### src/rtl/interrupt_sequencer.sv
// Interrupt sequencer: arbitrates NMI/INT, runs the INA/INTD acknowledge handshake
// and issues a one-cycle dispatch pulse carrying the handler vector and cause.
module interrupt_sequencer #(
  parameter logic [31:0] INT_BASE    = 32'h0000_0100,
  parameter logic [31:0] NMI_VECTOR  = 32'h0000_0080,
  parameter logic [31:0] SPUR_VECTOR = 32'h0000_00C0,
  parameter int unsigned ACK_TIMEOUT = 8
) (
  input  logic        clk,
  input  logic        rst,
  input  logic        INT,
  input  logic        NMI,
  input  logic        INTD,
  input  logic [3:0]  dev_id,
  output logic        INA,
  input  logic        at_boundary,
  input  logic        ei_cmd,
  input  logic        di_cmd,
  input  logic        eret,
  output logic        hold_fetch,
  output logic        take_int,
  output logic [31:0] vector,
  output logic [1:0]  cause,
  output logic        ie,
  output logic        in_nmi
);

  typedef enum logic [1:0] {IDLE, ACK_WAIT, DISPATCH} state_t;

  state_t      state, state_nxt;
  logic [7:0]  cnt, cnt_nxt;
  logic        ina_nxt, take_nxt, take_nmi;
  logic [31:0] vector_nxt;
  logic [1:0]  cause_nxt;
  logic        nmi_q, nmi_pend, prev_ie;
  logic        nmi_rise, nmi_ok, int_ok;

  assign nmi_rise   = NMI & ~nmi_q;
  assign nmi_ok     = nmi_pend & ~in_nmi;
  assign int_ok     = INT & ie & ~in_nmi & ~nmi_ok;
  assign hold_fetch = (state != IDLE) | (at_boundary & (nmi_ok | int_ok));

  always_comb begin
    state_nxt  = state;
    cnt_nxt    = cnt;
    ina_nxt    = INA;
    take_nxt   = 1'b0;
    vector_nxt = 32'h0;
    cause_nxt  = 2'b00;
    take_nmi   = 1'b0;
    case (state)
      IDLE: begin
        if (at_boundary && nmi_ok) begin
          state_nxt  = DISPATCH;
          take_nxt   = 1'b1;
          vector_nxt = NMI_VECTOR;
          cause_nxt  = 2'b10;
          take_nmi   = 1'b1;
        end else if (at_boundary && int_ok) begin
          state_nxt = ACK_WAIT;
          ina_nxt   = 1'b1;
          cnt_nxt   = 8'(ACK_TIMEOUT);
        end
      end
      ACK_WAIT: begin
        if (INTD) begin
          state_nxt  = DISPATCH;
          ina_nxt    = 1'b0;
          take_nxt   = 1'b1;
          vector_nxt = INT_BASE + {25'b0, dev_id, 3'b000};
          cause_nxt  = 2'b01;
        end else if (cnt == 8'd1) begin
          // Device never answered: dispatch to the spurious handler instead.
          state_nxt  = DISPATCH;
          ina_nxt    = 1'b0;
          take_nxt   = 1'b1;
          vector_nxt = SPUR_VECTOR;
          cause_nxt  = 2'b11;
        end else begin
          cnt_nxt = cnt - 8'd1;
        end
      end
      DISPATCH: state_nxt = IDLE;
      default:  state_nxt = IDLE;
    endcase
  end

  always_ff @(posedge clk) begin
    if (rst) begin
      state    <= IDLE;
      cnt      <= 8'd0;
      INA      <= 1'b0;
      take_int <= 1'b0;
      vector   <= 32'h0;
      cause    <= 2'b00;
      nmi_q    <= 1'b0;
      nmi_pend <= 1'b0;
    end else begin
      state    <= state_nxt;
      cnt      <= cnt_nxt;
      INA      <= ina_nxt;
      take_int <= take_nxt;
      vector   <= vector_nxt;
      cause    <= cause_nxt;
      nmi_q    <= NMI;
      nmi_pend <= (nmi_pend & ~take_nmi) | nmi_rise;
    end
  end

  // Dispatch masks further interrupts and overrides any ei/di/eret in that cycle.
  always_ff @(posedge clk) begin
    if (rst) begin
      ie      <= 1'b0;
      prev_ie <= 1'b0;
      in_nmi  <= 1'b0;
    end else if (state == DISPATCH) begin
      prev_ie <= ie;
      ie      <= 1'b0;
      if (cause == 2'b10) in_nmi <= 1'b1;
      else if (eret)      in_nmi <= 1'b0;
    end else if (eret) begin
      ie     <= prev_ie;
      in_nmi <= 1'b0;
    end else if (di_cmd) begin
      ie <= 1'b0;
    end else if (ei_cmd) begin
      ie <= 1'b1;
    end
  end

endmodule

### config.mk
export PLATFORM = sky130hd
export DESIGN_NAME = interrupt_sequencer
export DESIGN_NICKNAME = d
export VERILOG_FILES = /design/src/rtl/interrupt_sequencer.sv
export SDC_FILE = /design/constraint.sdc
export NUM_CORES = 1
export LEC_CHECK = 0
export ABC_AREA = 1
export CAP_MARGIN = 20
export CORE_ASPECT_RATIO = 1.4
export CORE_MARGIN = 2
export CORE_UTILIZATION = 61
export DETAILED_ROUTE_END_ITERATION = 6
export DONT_BUFFER_PORTS = 1
export GPL_TIMING_DRIVEN = 0
export PLACE_DENSITY = 0.87
export SLEW_MARGIN = 20
export SYNTH_ARGS = -nofsm -noshare
export SYNTH_HDL_FRONTEND = slang
export SYNTH_SLANG_ARGS = --single-unit
### constraint.sdc
create_clock -name clk -period 2 [get_ports clk]
set_clock_uncertainty 0.2 [all_clocks]
set_input_delay 0.4 -clock clk [delete_from_list [all_inputs] [get_ports clk]]
set_output_delay 0.4 -clock clk [all_outputs]
set_load 0.1 [all_outputs]
==> out/qor.csv <==
metric,value,unit
routability congestion estimate,0.8395,
crit-path most repeated cell,nand2_4,
Max transition margin,34.37,%
outcome,finished with violations,
P_int,0.6282,mW
filler instances,140,
Cell Pwr Density,705.7,nW/um^2
Worst-Margin Slew,0.9831,ns
failing checks,setup timing,
"Cell Chain, Critical Path","nand2_4, nor2_4, nand2_4, nand3_4",
Port Buffer Count,0,
clk_lat worst skew,0.32,ns
initial DRC count,9,
distinct cell type count after synthesis,25,
nets@finish,229,
Top Ports,52,
WP data arrival,1.50,ns
grt ovf,0,
final hold violation count,0,
via count,1117,
number of global-route vias before repair,990,
sequential share of power,48.2,%
Worst VDD drop,0.5645,mV
Final Routed Wirelength,2624,um
cts bufs inserted,3,
DR WL/cell,11.26,um
"FF+latch count, synth",24,
Mapped Cells,177,
clock root buffer master,clkbuf_4,
Multi-input gate area,668.1,um^2
core area,1997,um^2
register area share after synthesis,37.07,%
Synth Cell Area,1296,um^2
CP endpoint kind,primary output,
CTS tree,built,
H-tree levels,1,
CP required,1.40,ns
Die Area,2515,um^2
antenna violations before repair,0,
CTS Sinks,24,
layout cells sized above 1,22.64,%
Leak,0.7890,nW
Util after Layout,77.88,%
synthesized area per cell,7.323,um^2
min cycle time layout,2.098,ns
Seq. cell area,491.7,um^2
die height,58.55,um
Hold/Removal Path Class,in2reg,
crit share post-route,104.9,%
clock share of power,19.0,%
critical path class,reg2out,
Final HPWL DP,1974,um
DRC viols,0,
largest net degree at the start of global routing,13,
fin worst setup slack,-0.09821,ns
WHS,0.008700,ns
max-slew violation count,0,
CP max stage cell,dfxtp_4,
number of vias per cell,4.794,
Max clock buf depth,2,
RSZ-0062 raised after global routing,true,
FMAX,476.6,MHz
Die W,42.96,um
Worst Setup Start Kind,flip-flop,
initial cell density of the core,64.91,%
NetSw,0.4694,mW
Final Setup Violations,1,
Sw Share,42.77,%
first drt pass iteration count,5,
"CTS clk-pin slew, worst paths",0.13,ns
Antenna Violating Nets Remaining,0,
Max Cap Violations,0,
first-pass GRT wire length,4146,um
logic gate share of total power,32.7,%
yosys warns,0,
Overall Global Routing Usage,21.39,%
P&R area growth vs syn,19.98,%
Worst Path Max Fanout,4,
"slowest stage delay, CP",0.58,ns
Ant. Diodes,0,
num rows,19,
path summary, 6_finish.rpt:
kind                              from    endpoint  depth (start not counted)  slack (ns)
worst max-delay path                ie  hold_fetch                          4        -0.1
worst min-delay path               NMI       nmi_q                          2       0.009
worst max register to register  in_nmi      cnt[6]                          7        0.17
worst min register to register  cnt[7]      cnt[7]                          2        0.33
logic make-up after synthesis:
group,synth area share [%]
other,0.2893
AND/OR/NAND/NOR,26.45
flip-flops,37.07
XOR/XNOR,0.6758
AO/OA/AOI/OAI,11.87
adder cells (fa/ha/maj),1.930
buffers and inverters,21.72
sequential cells by signal, summed over array words and instances, names as in the netlist:
name	flops
INA	1
cause	1
cnt	8
ie	1
in_nmi	1
nmi_pend	1
nmi_q	1
prev_ie	1
state	2
take_int	1
vector	6
power by group through the flow:
stage | clock network (mW) | registers (mW) | logic, mW
6_report | 0.209 | 0.529 | 0.359
2_1_floorplan | 0 | 0.539 | 0.332
3_5_place_dp | 0 | 0.542 | 0.343
5_1_grt | 0.227 | 0.531 | 0.377
3_3_place_gp | 0 | 0.541 | 0.341
4_1_cts | 0.205 | 0.529 | 0.350
cell type report:
class | count | area share [%]
buffer | 28 | 13.27
clock buffer | 3 | 1.448
inverter | 20 | 4.827
multi-input combinational | 130 | 42.96
sequential | 24 | 31.62
tap | 21 | 1.689
timing repair buffer | 7 | 4.183
metrics by stage:
stage	instances	total power, mW	instance area, um^2	TNS, ns	setup WS, ns
final	233	1.098	1555	-0.09821	-0.09821
after floorplan	202	0.8709	1405	0	0.02642
after global routing	233	1.134	1555	-0.1378	-0.1378
after CTS	230	1.084	1500	-0.2928	-0.2928
after global placement	223	0.8814	1431	-0.1000	-0.06019
after detailed placement	223	0.8846	1431	-0.3620	-0.1024
cells in the final DEF (no fill, tap or decap), drive strengths merged:
cell type / instances
nor2: 34
nand2: 30
buf: 29
conb: 26
dfxtp: 24
inv: 20
a21oi: 11
nand3: 7
o21ai: 7
dlygate4sd3: 5
clkbuf: 4
o211ai: 3
nand4: 3
nand3b: 2
ha: 2
xnor2: 1
or2: 1
o21a: 1
nor3: 1
o2111a: 1
metal layers:
layer	vias to the layer above	wire (um)	GRT usage [%]	share of wire, %
met3	4	107	4.294	4.1
met5	-	0	0	0
li1	576	-	-	-
met1	516	948	22.48	36
met4	0	35	9.091	1.3
met2	21	1532	40.48	58
timing repair:
item,CTS,global route
pin swaps,0,3
setup buffers,0,2
setup endpoints to repair,9,5
endpoints found under the hold margin,6,1
gates resized for setup,3,8
hold buffers,4,1
worst max-delay path, delay by kind of cell, from the launching register on:
family	cells	cell delay [ns]
flip-flops	1	0.58
AND/OR/NAND/NOR	4	0.60
cells in the mapped netlist:
library cell	number	area (um^2)
or2_1	1	6.260
nand3_1	7	35.03
nor2_4	2	22.52
o21ai_1	2	10.01
dfxtp_1	24	480.5
nand3b_1	2	15.01
conb_1	1	3.750
inv_1	19	71.32
o21ai_4	2	32.53
o21ai_0	3	15.01
nor2_2	1	6.260
buf_4	27	202.7
nand2_1	28	105.1
nor2_1	31	116.4
o2111a_1	1	11.26
nor3_1	1	5.000
a21oi_1	11	55.05
clkbuf_1	1	3.750
nand2_2	2	12.51
o21a_1	1	7.510
nand4_1	3	18.77
inv_2	1	3.750
xnor2_1	1	8.760
o211ai_1	3	22.52
ha_1	2	25.02
No activity file was read; power rests on OpenSTA's default activity.
